<file path="src/rtl/pc_seq_pkg.sv">
// rtl/pc_seq_pkg.sv - sequencer states, immediate formats, RV32I opcodes and branch funct3 codes
package pc_seq_pkg;

  typedef enum logic [2:0] {
    ST_INIT,
    ST_FETCH,
    ST_DECODE,
    ST_EXECUTE,
    ST_MEMORY,
    ST_WRITEBACK
  } seq_state_t;

  typedef enum logic [2:0] {
    IMM_I,
    IMM_S,
    IMM_B,
    IMM_U,
    IMM_J
  } imm_type_t;

  localparam logic [6:0] OPC_LOAD   = 7'b0000011;
  localparam logic [6:0] OPC_STORE  = 7'b0100011;
  localparam logic [6:0] OPC_BRANCH = 7'b1100011;
  localparam logic [6:0] OPC_JAL    = 7'b1101111;
  localparam logic [6:0] OPC_JALR   = 7'b1100111;
  localparam logic [6:0] OPC_OP     = 7'b0110011;
  localparam logic [6:0] OPC_OP_IMM = 7'b0010011;
  localparam logic [6:0] OPC_LUI    = 7'b0110111;
  localparam logic [6:0] OPC_AUIPC  = 7'b0010111;

  localparam logic [2:0] F3_BEQ  = 3'b000;
  localparam logic [2:0] F3_BNE  = 3'b001;
  localparam logic [2:0] F3_BLT  = 3'b100;
  localparam logic [2:0] F3_BGE  = 3'b101;
  localparam logic [2:0] F3_BLTU = 3'b110;
  localparam logic [2:0] F3_BGEU = 3'b111;

  // Opcodes whose retirement writes the destination register.
  function automatic logic writes_rd(input logic [6:0] opcode);
    case (opcode)
      OPC_LOAD, OPC_OP, OPC_OP_IMM, OPC_LUI,
      OPC_AUIPC, OPC_JAL, OPC_JALR: writes_rd = 1'b1;
      default:                      writes_rd = 1'b0;
    endcase
  endfunction

endpackage

</file>
<file path="src/rtl/pc_imm_gen.sv">
// rtl/pc_imm_gen.sv - combinational I/S/B/U/J immediate decode, sign-extended to XLEN
module pc_imm_gen
  import pc_seq_pkg::*;
#(
  parameter int XLEN = 32
) (
  input  logic [31:7]     ir_bits,
  input  logic [2:0]      imm_sel,
  output logic [XLEN-1:0] imm
);

  logic [XLEN-1:0] imm_i;
  logic [XLEN-1:0] imm_s;
  logic [XLEN-1:0] imm_b;
  logic [XLEN-1:0] imm_u;
  logic [XLEN-1:0] imm_j;

  assign imm_i = {{(XLEN-11){ir_bits[31]}}, ir_bits[30:20]};
  assign imm_s = {{(XLEN-11){ir_bits[31]}}, ir_bits[30:25], ir_bits[11:7]};
  assign imm_b = {{(XLEN-12){ir_bits[31]}}, ir_bits[7], ir_bits[30:25], ir_bits[11:8], 1'b0};
  assign imm_u = {{(XLEN-31){ir_bits[31]}}, ir_bits[30:12], 12'b0};
  assign imm_j = {{(XLEN-20){ir_bits[31]}}, ir_bits[19:12], ir_bits[20], ir_bits[30:21], 1'b0};

  // Pick the format requested by the opcode decode in the sequencer.
  always_comb begin
    imm = imm_i;
    case (imm_sel)
      IMM_S:   imm = imm_s;
      IMM_B:   imm = imm_b;
      IMM_U:   imm = imm_u;
      IMM_J:   imm = imm_j;
      default: imm = imm_i;
    endcase
  end

endmodule

</file>
<file path="src/rtl/pc_sequencer.sv">
// rtl/pc_sequencer.sv - multi-cycle PC sequencer; define PC_SEQ_MISALIGN_TRAP_EN to redirect misaligned targets to TRAP_VECTOR
module pc_sequencer
  import pc_seq_pkg::*;
#(
  parameter int              XLEN        = 32,
  parameter logic [XLEN-1:0] TRAP_VECTOR = 32'h0000_0100
) (
  input  logic            clk,
  input  logic            rst,
  input  logic [XLEN-1:0] curr_addr,
  output logic            imem_req,
  input  logic            imem_ack,
  input  logic [31:0]     imem_rdata,
  input  logic [XLEN-1:0] rs1_data,
  input  logic [XLEN-1:0] rs2_data,
  output logic            dmem_req,
  output logic            dmem_we,
  input  logic            dmem_ack,
  output logic            reg_we,
  output logic [XLEN-1:0] link_addr,
  output logic            pc_update,
  output logic [XLEN-1:0] next_addr,
  output logic            misalign_trap
);

`ifdef PC_SEQ_MISALIGN_TRAP_EN
  localparam logic TRAP_EN = 1'b1;
`else
  localparam logic TRAP_EN = 1'b0;
`endif

  localparam logic [XLEN-1:0] INSTR_BYTES = XLEN'(4);
  localparam logic [XLEN-1:0] LSB_MASK    = XLEN'(1);

  seq_state_t      state;
  seq_state_t      state_nxt;
  logic [31:0]     ir;
  logic            trap_q;
  logic [6:0]      opcode;
  logic [2:0]      funct3;
  logic [2:0]      imm_sel;
  logic [XLEN-1:0] imm;
  logic [XLEN-1:0] target;
  logic            taken;
  logic            is_store;
  logic            is_mem;

  assign opcode        = ir[6:0];
  assign funct3        = ir[14:12];
  assign is_store      = (opcode == OPC_STORE);
  assign is_mem        = is_store || (opcode == OPC_LOAD);
  assign link_addr     = curr_addr + INSTR_BYTES;
  // trap_q only ever sets when the redirect feature is compiled in
  assign misalign_trap = pc_update & trap_q;

  // Immediate format is chosen by the opcode held in IR.
  always_comb begin
    imm_sel = IMM_I;
    case (opcode)
      OPC_STORE:          imm_sel = IMM_S;
      OPC_BRANCH:         imm_sel = IMM_B;
      OPC_LUI, OPC_AUIPC: imm_sel = IMM_U;
      OPC_JAL:            imm_sel = IMM_J;
      default:            imm_sel = IMM_I;
    endcase
  end

  pc_imm_gen #(
    .XLEN (XLEN)
  ) u_imm_gen (
    .ir_bits (ir[31:7]),
    .imm_sel (imm_sel),
    .imm     (imm)
  );

  // Control-flow target and taken decision, used during EXECUTE.
  always_comb begin
    taken  = 1'b0;
    target = curr_addr + imm;
    case (opcode)
      OPC_BRANCH: begin
        case (funct3)
          F3_BEQ:  taken = (rs1_data == rs2_data);
          F3_BNE:  taken = (rs1_data != rs2_data);
          F3_BLT:  taken = ($signed(rs1_data) <  $signed(rs2_data));
          F3_BGE:  taken = ($signed(rs1_data) >= $signed(rs2_data));
          F3_BLTU: taken = (rs1_data <  rs2_data);
          F3_BGEU: taken = (rs1_data >= rs2_data);
          default: taken = 1'b0;
        endcase
      end
      OPC_JAL: taken = 1'b1;
      OPC_JALR: begin
        taken  = 1'b1;
        target = (rs1_data + imm) & ~LSB_MASK;
      end
      default: taken = 1'b0;
    endcase
  end

  // State register; reset aborts any in-flight instruction.
  always_ff @(posedge clk or posedge rst) begin
    if (rst) begin
      state <= ST_INIT;
    end else begin
      state <= state_nxt;
    end
  end

  // Next-state and handshake/strobe outputs, all decoded from the current state.
  always_comb begin
    state_nxt = state;
    imem_req  = 1'b0;
    dmem_req  = 1'b0;
    dmem_we   = 1'b0;
    reg_we    = 1'b0;
    pc_update = 1'b0;
    case (state)
      ST_INIT: state_nxt = ST_FETCH;
      ST_FETCH: begin
        imem_req = 1'b1;
        if (imem_ack) begin
          state_nxt = ST_DECODE;
        end
      end
      ST_DECODE:  state_nxt = ST_EXECUTE;
      ST_EXECUTE: state_nxt = is_mem ? ST_MEMORY : ST_WRITEBACK;
      ST_MEMORY: begin
        dmem_req = 1'b1;
        dmem_we  = is_store;
        if (dmem_ack) begin
          if (is_store) begin
            // stores have nothing to write back and retire on the ack cycle
            pc_update = 1'b1;
            state_nxt = ST_FETCH;
          end else begin
            state_nxt = ST_WRITEBACK;
          end
        end
      end
      ST_WRITEBACK: begin
        pc_update = 1'b1;
        reg_we    = writes_rd(opcode) & ~trap_q;
        state_nxt = ST_FETCH;
      end
      default: state_nxt = ST_INIT;
    endcase
  end

  // IR capture, sequential next PC and misaligned-redirect flag.
  always_ff @(posedge clk or posedge rst) begin
    if (rst) begin
      ir        <= '0;
      next_addr <= '0;
      trap_q    <= 1'b0;
    end else begin
      case (state)
        ST_FETCH: begin
          if (imem_ack) begin
            ir <= imem_rdata;
          end
        end
        ST_DECODE: begin
          next_addr <= curr_addr + INSTR_BYTES;
          trap_q    <= 1'b0;
        end
        ST_EXECUTE: begin
          if (taken) begin
            if (TRAP_EN && target[1]) begin
              next_addr <= TRAP_VECTOR;
              trap_q    <= 1'b1;
            end else begin
              next_addr <= target;
            end
          end
        end
        default: ;
      endcase
    end
  end

endmodule

</file>
<file path="config.mk">
export PLATFORM = sky130hd
export DESIGN_NAME = pc_sequencer
export DESIGN_NICKNAME = d
export VERILOG_FILES = /design/src/rtl/pc_seq_pkg.sv /design/src/rtl/pc_imm_gen.sv /design/src/rtl/pc_sequencer.sv
export SDC_FILE = /design/constraint.sdc
export NUM_CORES = 1
export LEC_CHECK = 0
export ABC_AREA = 1
export CAP_MARGIN = 20
export CORE_MARGIN = 2
export CORE_UTILIZATION = 53
export CTS_BUF_LIST = sky130_fd_sc_hd__clkbuf_4
export CTS_CLUSTER_DIAMETER = 50
export DETAILED_ROUTE_END_ITERATION = 10
export PLACE_DENSITY = 0.87
export SETUP_SLACK_MARGIN = 0.1
export SLEW_MARGIN = 0
export SYNTH_ARGS = -nofsm -noshare
export SYNTH_HDL_FRONTEND = slang
export SYNTH_HIERARCHICAL = 1
export SYNTH_SLANG_ARGS = --single-unit
</file>
<file path="constraint.sdc">
create_clock -name clk -period 4.6 [get_ports clk]
set_input_delay 1.15 -clock clk [delete_from_list [all_inputs] [get_ports clk]]
set_output_delay 1.15 -clock clk [all_outputs]
set_load 0.01 [all_outputs]
</file>
==> results.yml <==
cts:
  clk_path_buf_depth: 2
  clock-sinks: 67
  cts_tree: "yes"
  path_clk_slew_ns: 0.11
  holdBufCountCts: 0
  cts_buffers: 9
  clk_latency_ns: 0.45
  cts.htree.levels: 3
  root_buffer: "clkbuf_4"
sta:
  fin_skew_ns: 0.0112
  finalSetupViolations: 0
  max_slew_margin_pct: 23.3
  finalCritPeriodShare_pct: 95.3
  tightest_slew_ns: 1.15
  rsz0062_at_grt: "false"
  fmax_mhz: 228
  hold_viol_final: 0
  setup_ws_ns: 0.217
  maxSlewViolCount: 0
  post-route-min-period_ns: 4.38
  worst_hold_slack_ns: 0.521
cells_and_area:
  area_growth_pct: 31.4
  fillers: 1453
  multi_input_area_um2: 6520
  register_area_um2: 1680
  nets: 1910
  drive_above_1_share_pct: 9.01
routing:
  wl_per_cell_um: 17.0
  firstDrtPassIters: 5
  via_count: 10900
  drt_iter0_markers: 782
  totalWireLength_mm: 32.4
  viasPerCell: 5.72
  drc: 0
  ant_nets: 0
logic_synthesis:
  synth_ff_type: "dfrtp_1"
  synth-seq-cells: 67
  synth_fp_nets: 1659
  netlist_instances: 1431
  netlist_area_um2: 9020
  syn_avg_cell_area_um2: 6.31
  synth_warnings: 6
  synth-edff-count: 0
  ys_seq_area_share_pct: 18.6
  synth_cell_types: 49
  async_reset_ff_share_pct: 100
placement:
  place_hpwl_mm: 26.7
  dpl_worst_slack_ns: -0.306
  gp_congestion: 0.993
  io_buffers: 200
outcome:
  status: "complete, no violations"
run:
  cap_violations: 0
floorplanning:
  pin_count: 202
  core-area_um2: 16600
  row_count: 47
  dieArea_um2: 18100
  start_util_pct: 54.2
  die_height_um: 134
  die_w_um: 134
power:
  p_int_uw: 2990
  p_sw_share_pct: 54.6
  p_switching_uw: 3610
  pwr-share-comb_pct: 76.7
  power.share.clock_pct: 6.9
  power_density_nw_per_um2: 557
  peakVddDrop_mv: 0.292
  finalPower_uw: 6600
  seq_power_share_pct: 16.3
  p_leak_uw: 0.00593
global_route:
  grtUsageTotal_pct: 35.4
  grt_pass1_wl_mm: 50.4
  grt_max_degree: 45
  grt_pass1_vias: 10200
  grt_antenna_before_repair: 1
  overflow: 0
setup_path:
  criticalPathCategory: "in -> out"
  crit_fanout: 3
  regToRegStartpoint: "ir[4]"
  critPathLaunch: "curr_addr[16]"
  cp_data_arrival_time_ns: 3.23
  cp-start-kind: "input pin"
  worst_setup_path_end_kind: "primary output"
  required_ns: 3.45
min_path:
  hold_path_class: "reg -> reg"
  hp-start: "next_addr[28]"
## metal layers
layer	track usage, %	wire length [um]	part of all wire [%]
met4	11.4	956	3.0
met2	58.0	14700	45
met1	46.8	13600	42
met3	7.66	3160	9.8
met5	0	0	0
## stage by stage
stage                     util, %  std cells  area (um2)  TNS, ns
after global routing         71.2       1908       11900        0
final                        71.2       1908       11900        0
after floorplan                 -       1431        9020        0
after CTS                    71.0       1904       11800        0
after global placement       69.5       1880       11600    -1.03
after detailed placement     69.9       1882       11600    -1.81
## power by group through the flow
| stage | Clock [uW] | Sequential [uW] | Combinational, uW |
|---|---|---|---|
| final | 457 | 1080 | 5060 |
| after global routing | 484 | 1110 | 5580 |
| after CTS | 462 | 1070 | 4930 |
| after detailed placement | 0 | 1090 | 4900 |
| after global placement | 0 | 1070 | 4800 |
| after floorplan | 0 | 1090 | 3270 |
## flip-flops by register name (all words and copies together), names as in the netlist
name       count
state          3
ir            32
next_addr     32
## path summary, 6_finish.rpt
check | depth (start not counted) | end | slack [ns]
min in group asynchronous | 2 | ir[0] | 1.22
worst min-delay path | 2 | next_addr[28] | 0.52
worst max-delay path | 12 | link_addr[28] | 0.22
worst max register to register | 25 | next_addr[10] | 0.39
worst min register to register | 2 | next_addr[28] | 0.52
max in group asynchronous | 3 | next_addr[28] | 2.47
## synth_stat cells (all sizes together) (8+ instances only)
cell type / number / area, um2
a21o: 8 / 60.1
a21oi: 131 / 656
a31oi: 9 / 56.3
buf: 16 / 130
clkbuf: 16 / 60.1
dfrtp: 67 / 1680
ha: 94 / 1180
inv: 179 / 672
mux2: 25 / 282
nand2: 398 / 1520
nand3: 112 / 591
nand4: 24 / 150
nor2: 117 / 457
nor3: 33 / 198
o211ai: 10 / 75.1
o21a: 9 / 67.6
o21ai: 101 / 505
xor2: 33 / 289
## final cells by class
type	count	area share (%)
timing repair buffer	272	21.5
sequential	67	14.1
clock buffer	10	0.633
inverter	179	5.67
clock inverter	6	0.675
tap	220	2.32
antenna	1	0.0211
multi-input combinational	1153	55.0
## logic make-up (layout without fill, tap and decap cells)
kind of cell	count (synthesis)	after routing	share of synthesized area (%)
flops	67	67	18.6
other cells	1	2	0.0416
simple gates	704	704	34.0
buf+inv	211	467	9.55
xor+xnor	40	40	3.88
mux	25	25	3.12
fa+ha+maj	96	96	13.5
compound gates	287	287	17.4
## layout by cell type, fill, tap and decap left out, drive strengths merged, types with 9 or more instances in the layout
cell type / count
dlygate4sd2: 19
clkbuf: 10
nor2: 117
nor3: 33
a31oi: 9
nand2: 398
nand3: 112
nand4: 24
o211ai: 10
clkdlybuf4s50: 179
a21oi: 131
o21ai: 101
o21a: 9
dfrtp: 67
mux2: 25
inv: 179
xor2: 33
buf: 73
ha: 94
## repair_timing
item	4_1_cts	5_1_grt
gates cloned	0	0
setup endpoints to repair	17	19
setup buffers	6	3
gates resized for setup	30	8
pin swaps	7	5
## critical path: stages
cell and delay, ns:
clkdlybuf4s50_1 0.51, buf_4 0.15, nand2_1 0.11, nor3_1 0.36
nand2_4 0.12, nor3_4 0.15, buf_4 0.14, nand2_2 0.06
nor2_2 0.09, nand2_1 0.08, nand2_2 0.08, clkdlybuf4s15_2 0.22
Power figures use the tool's default switching activity.
==> patch (same settings) <==
`TRAP_EN`: 1'b0 -> 1'b1.
--- a/src/rtl/pc_sequencer.sv
+++ b/src/rtl/pc_sequencer.sv
@@ -27,5 +27,5 @@
   localparam logic TRAP_EN = 1'b1;
 `else
-  localparam logic TRAP_EN = 1'b0;
+  localparam logic TRAP_EN = 1'b1;
 `endif
 
Function: changed (Yosys sat finds a counterexample within 10 cycles, from zero or initial values and one cycle with rst high).
==> patch against the unedited design <==
Setup slack worse by 0.084 ns. Combinational power is essentially flat. First-iteration DRC count increased by 26%. Cell area grew 2.9%. Hold slack worse by 0.0077 ns. Non-clock buffer count increased by 9. Sequential share of layout area down 0.20 points. Synthesized area is 2.5% higher. Sequential cell count increased by 1. Clock skew is 0.018 ns higher. Wire length increased by 7.2%. Total power is 0.21% lower. Critical path type unchanged. Critical endpoint is now link_addr[29]. Largest power group unchanged. Highest routed layer unchanged.
==> patch: results (changes against the unedited design) <==
Synth
  – Synth Warn #: 6 (unchanged)
  – Synth cell count leaders: nand2_1, inv_1, nor2_1 (was nand2_1, inv_1, a21oi_1)
  – Synth Flop Type: dfrtp_1 (unchanged)
  – Mean Syn Cell Area: 6.25 um^2 (was 6.31 um^2)
  – Register area share after synthesis: 18.4% (was 18.6%)
  – Ys async rst share: 100% (unchanged)
  – Synth cell types: 51 (was 49)
  – Syn Nets: 1708 (was 1659)
  – Largest cells by area after synthesis: dfrtp_1, nand2_1, ha_1 (unchanged)

Placement
  – PortBufs: 201 (was 200)
  – Post-DP HPWL: 29.0 mm (was 26.7 mm)
  – GP Congestion: 0.993 (unchanged)
  – DP Cell Count: 1947 (was 1882)
  – Pre-CTS WS: -0.304 ns (was -0.306 ns)

GRT
  – First-pass GRT wire length: 53.0 mm (was 50.4 mm)
  – Initial antenna violation count: 1 (unchanged)
  – GRT Util Overall: 37.0% (was 35.4%)
  – Pin count of the biggest net entering global routing: 48 (was 45)
  – Vias in the first global route: 10707 (was 10165)

Drt
  – Iter 0 DRT Violations: 982 (was 782)
  – Via density: 5.70 (was 5.72)
  – Pre-antenna DRT Iters: 6 (was 5)
  – Avg WL per Cell: 17.6 um (was 17.0 um)

Worst hold path
  – Hold path cells: 2 (unchanged)
  – Hold Path Class: reg2reg (unchanged)

Power and ir drop
  – Max IR drop VDD: 0.000362 V (was 0.000292 V)
  – P_leak: 6.16 nW (was 5.93 nW)

STA
  – Slew HR: 36.4% (was 23.3%)
  – Clock skew: 0.0296 ns (was 0.0112 ns)

Outcome
  – Status: complete, no violations (unchanged)

Critical path
  – Worst EP arrival: 3.32 ns (was 3.23 ns)
  – Crit-path max FO: 4 (was 3)
  – CP max stage delay: 0.56 ns (was 0.51 ns)
  – Reg2Reg Depth: 22 (was 25)
  – Family with the most delay on the worst path: buffers and inverters (was simple AND/OR/NAND/NOR gates)
  – Slowest CP cell: clkdlybuf4s50_1 (unchanged)

Clock tree
  – Skew-Pair Late Insertion Delay: 0.47 ns (was 0.45 ns)
  – H-Tree Level Count: 3 (unchanged)
  – Bufs on Longest Clock Path: 2 (unchanged)
  – Cts bufs inserted: 9 (unchanged)
  – CTS Root Cell: clkbuf_4 (unchanged)
  – CTS clock-pin slew for the worst setup and hold paths: approximately 0.12 ns

Layout
  – Registers with the most flip-flops: ir: 32 flops, next_addr: 32 flops, state: 3 flops (unchanged)
  – Non-filler cells, final: 1973 (was 1908)
  – Layout cell share with drive strength beyond 1: 10.8% (was 9.01%)
==> patch: cell count changes after synthesis, moves of 6 or more <==
cell / before / now
a21boi_0: 7 / 0
a21oi_1: 131 / 121
inv_1: 176 / 205
nand3_1: 109 / 127
nor2_1: 114 / 132
o21ai_0: 96 / 85
or2_2: 5 / 11
==> patch: area by class of cell <==
type	instances	area [um^2]
Clock buffer	11	82.6
Fill cell	1460	4970
Timing Repair Buffer	281	2630
Clock inverter	5	52.6
Multi-Input combinational cell	1172	6670
Antenna cell	1	2.50
Tap cell	225	282
Inverter	210	788
Sequential cell	68	1700
==> patch: per-stage QoR <==
step                      cell area, um^2  setup TNS (ns)
final                               12200               0
after global routing                12200               0
after CTS                           12100               0
after detailed placement            11900           -1.89
after global placement              11900           -1.14
after floorplan                      9250               0
==> patch: logic make-up after synthesis <==
| family | share of synthesized area, % |
|---|---|
| and+or+nand+nor | 36.0 |
| DFF | 18.4 |
| muxes | 3.04 |
| xor gates and xnor gates | 3.22 |
| buffers and inverters | 10.5 |
| adders and majority gates | 13.1 |
| AOI/OAI and AO/OA | 15.7 |
==> patch: power breakdown <==
group          switching (W)  total [W]  internal (W)
clock               0.000246   0.000421      0.000175
sequential          0.000206    0.00109      0.000879
combinational        0.00316    0.00508       0.00192
==> patch: worst paths after layout <==
kind | startpoint | endpoint | slack [ns]
setup / recovery | curr_addr[8] | link_addr[29] | 0.13
hold / removal | next_addr[1] | next_addr[1] | 0.51
setup reg to reg | ir[1] | next_addr[21] | 0.34
hold reg to reg | next_addr[1] | next_addr[1] | 0.51
max in group asynchronous | rst | ir[17] | 2.88
min in group asynchronous | rst | next_addr[7] | 0.88
==> patch: layer usage <==
metal	global-route usage (%)	vias to the layer above	part of all wire (%)
li1	-	5447	-
met1	48.1	5121	41
met2	61.0	585	46
met3	6.30	87	9.5
met4	14.5	0	3.8
met5	0	-	0
==> patch: what timing repair did <==
action | 4_1_cts | 5_1_grt
resized for setup | 21 | 33
endpoints found under the setup margin | 16 | 36
pin swaps | 5 | 7
buffers inserted | 3 | 5
cloned | 0 | 0
==> patch: tightest hold or removal path: cells and delay by family, from the launching register on <==
kind / cells / cell delay [ns]
flip-flops: 1 / 0.36
AND/OR/NAND/NOR: 2 / 0.13
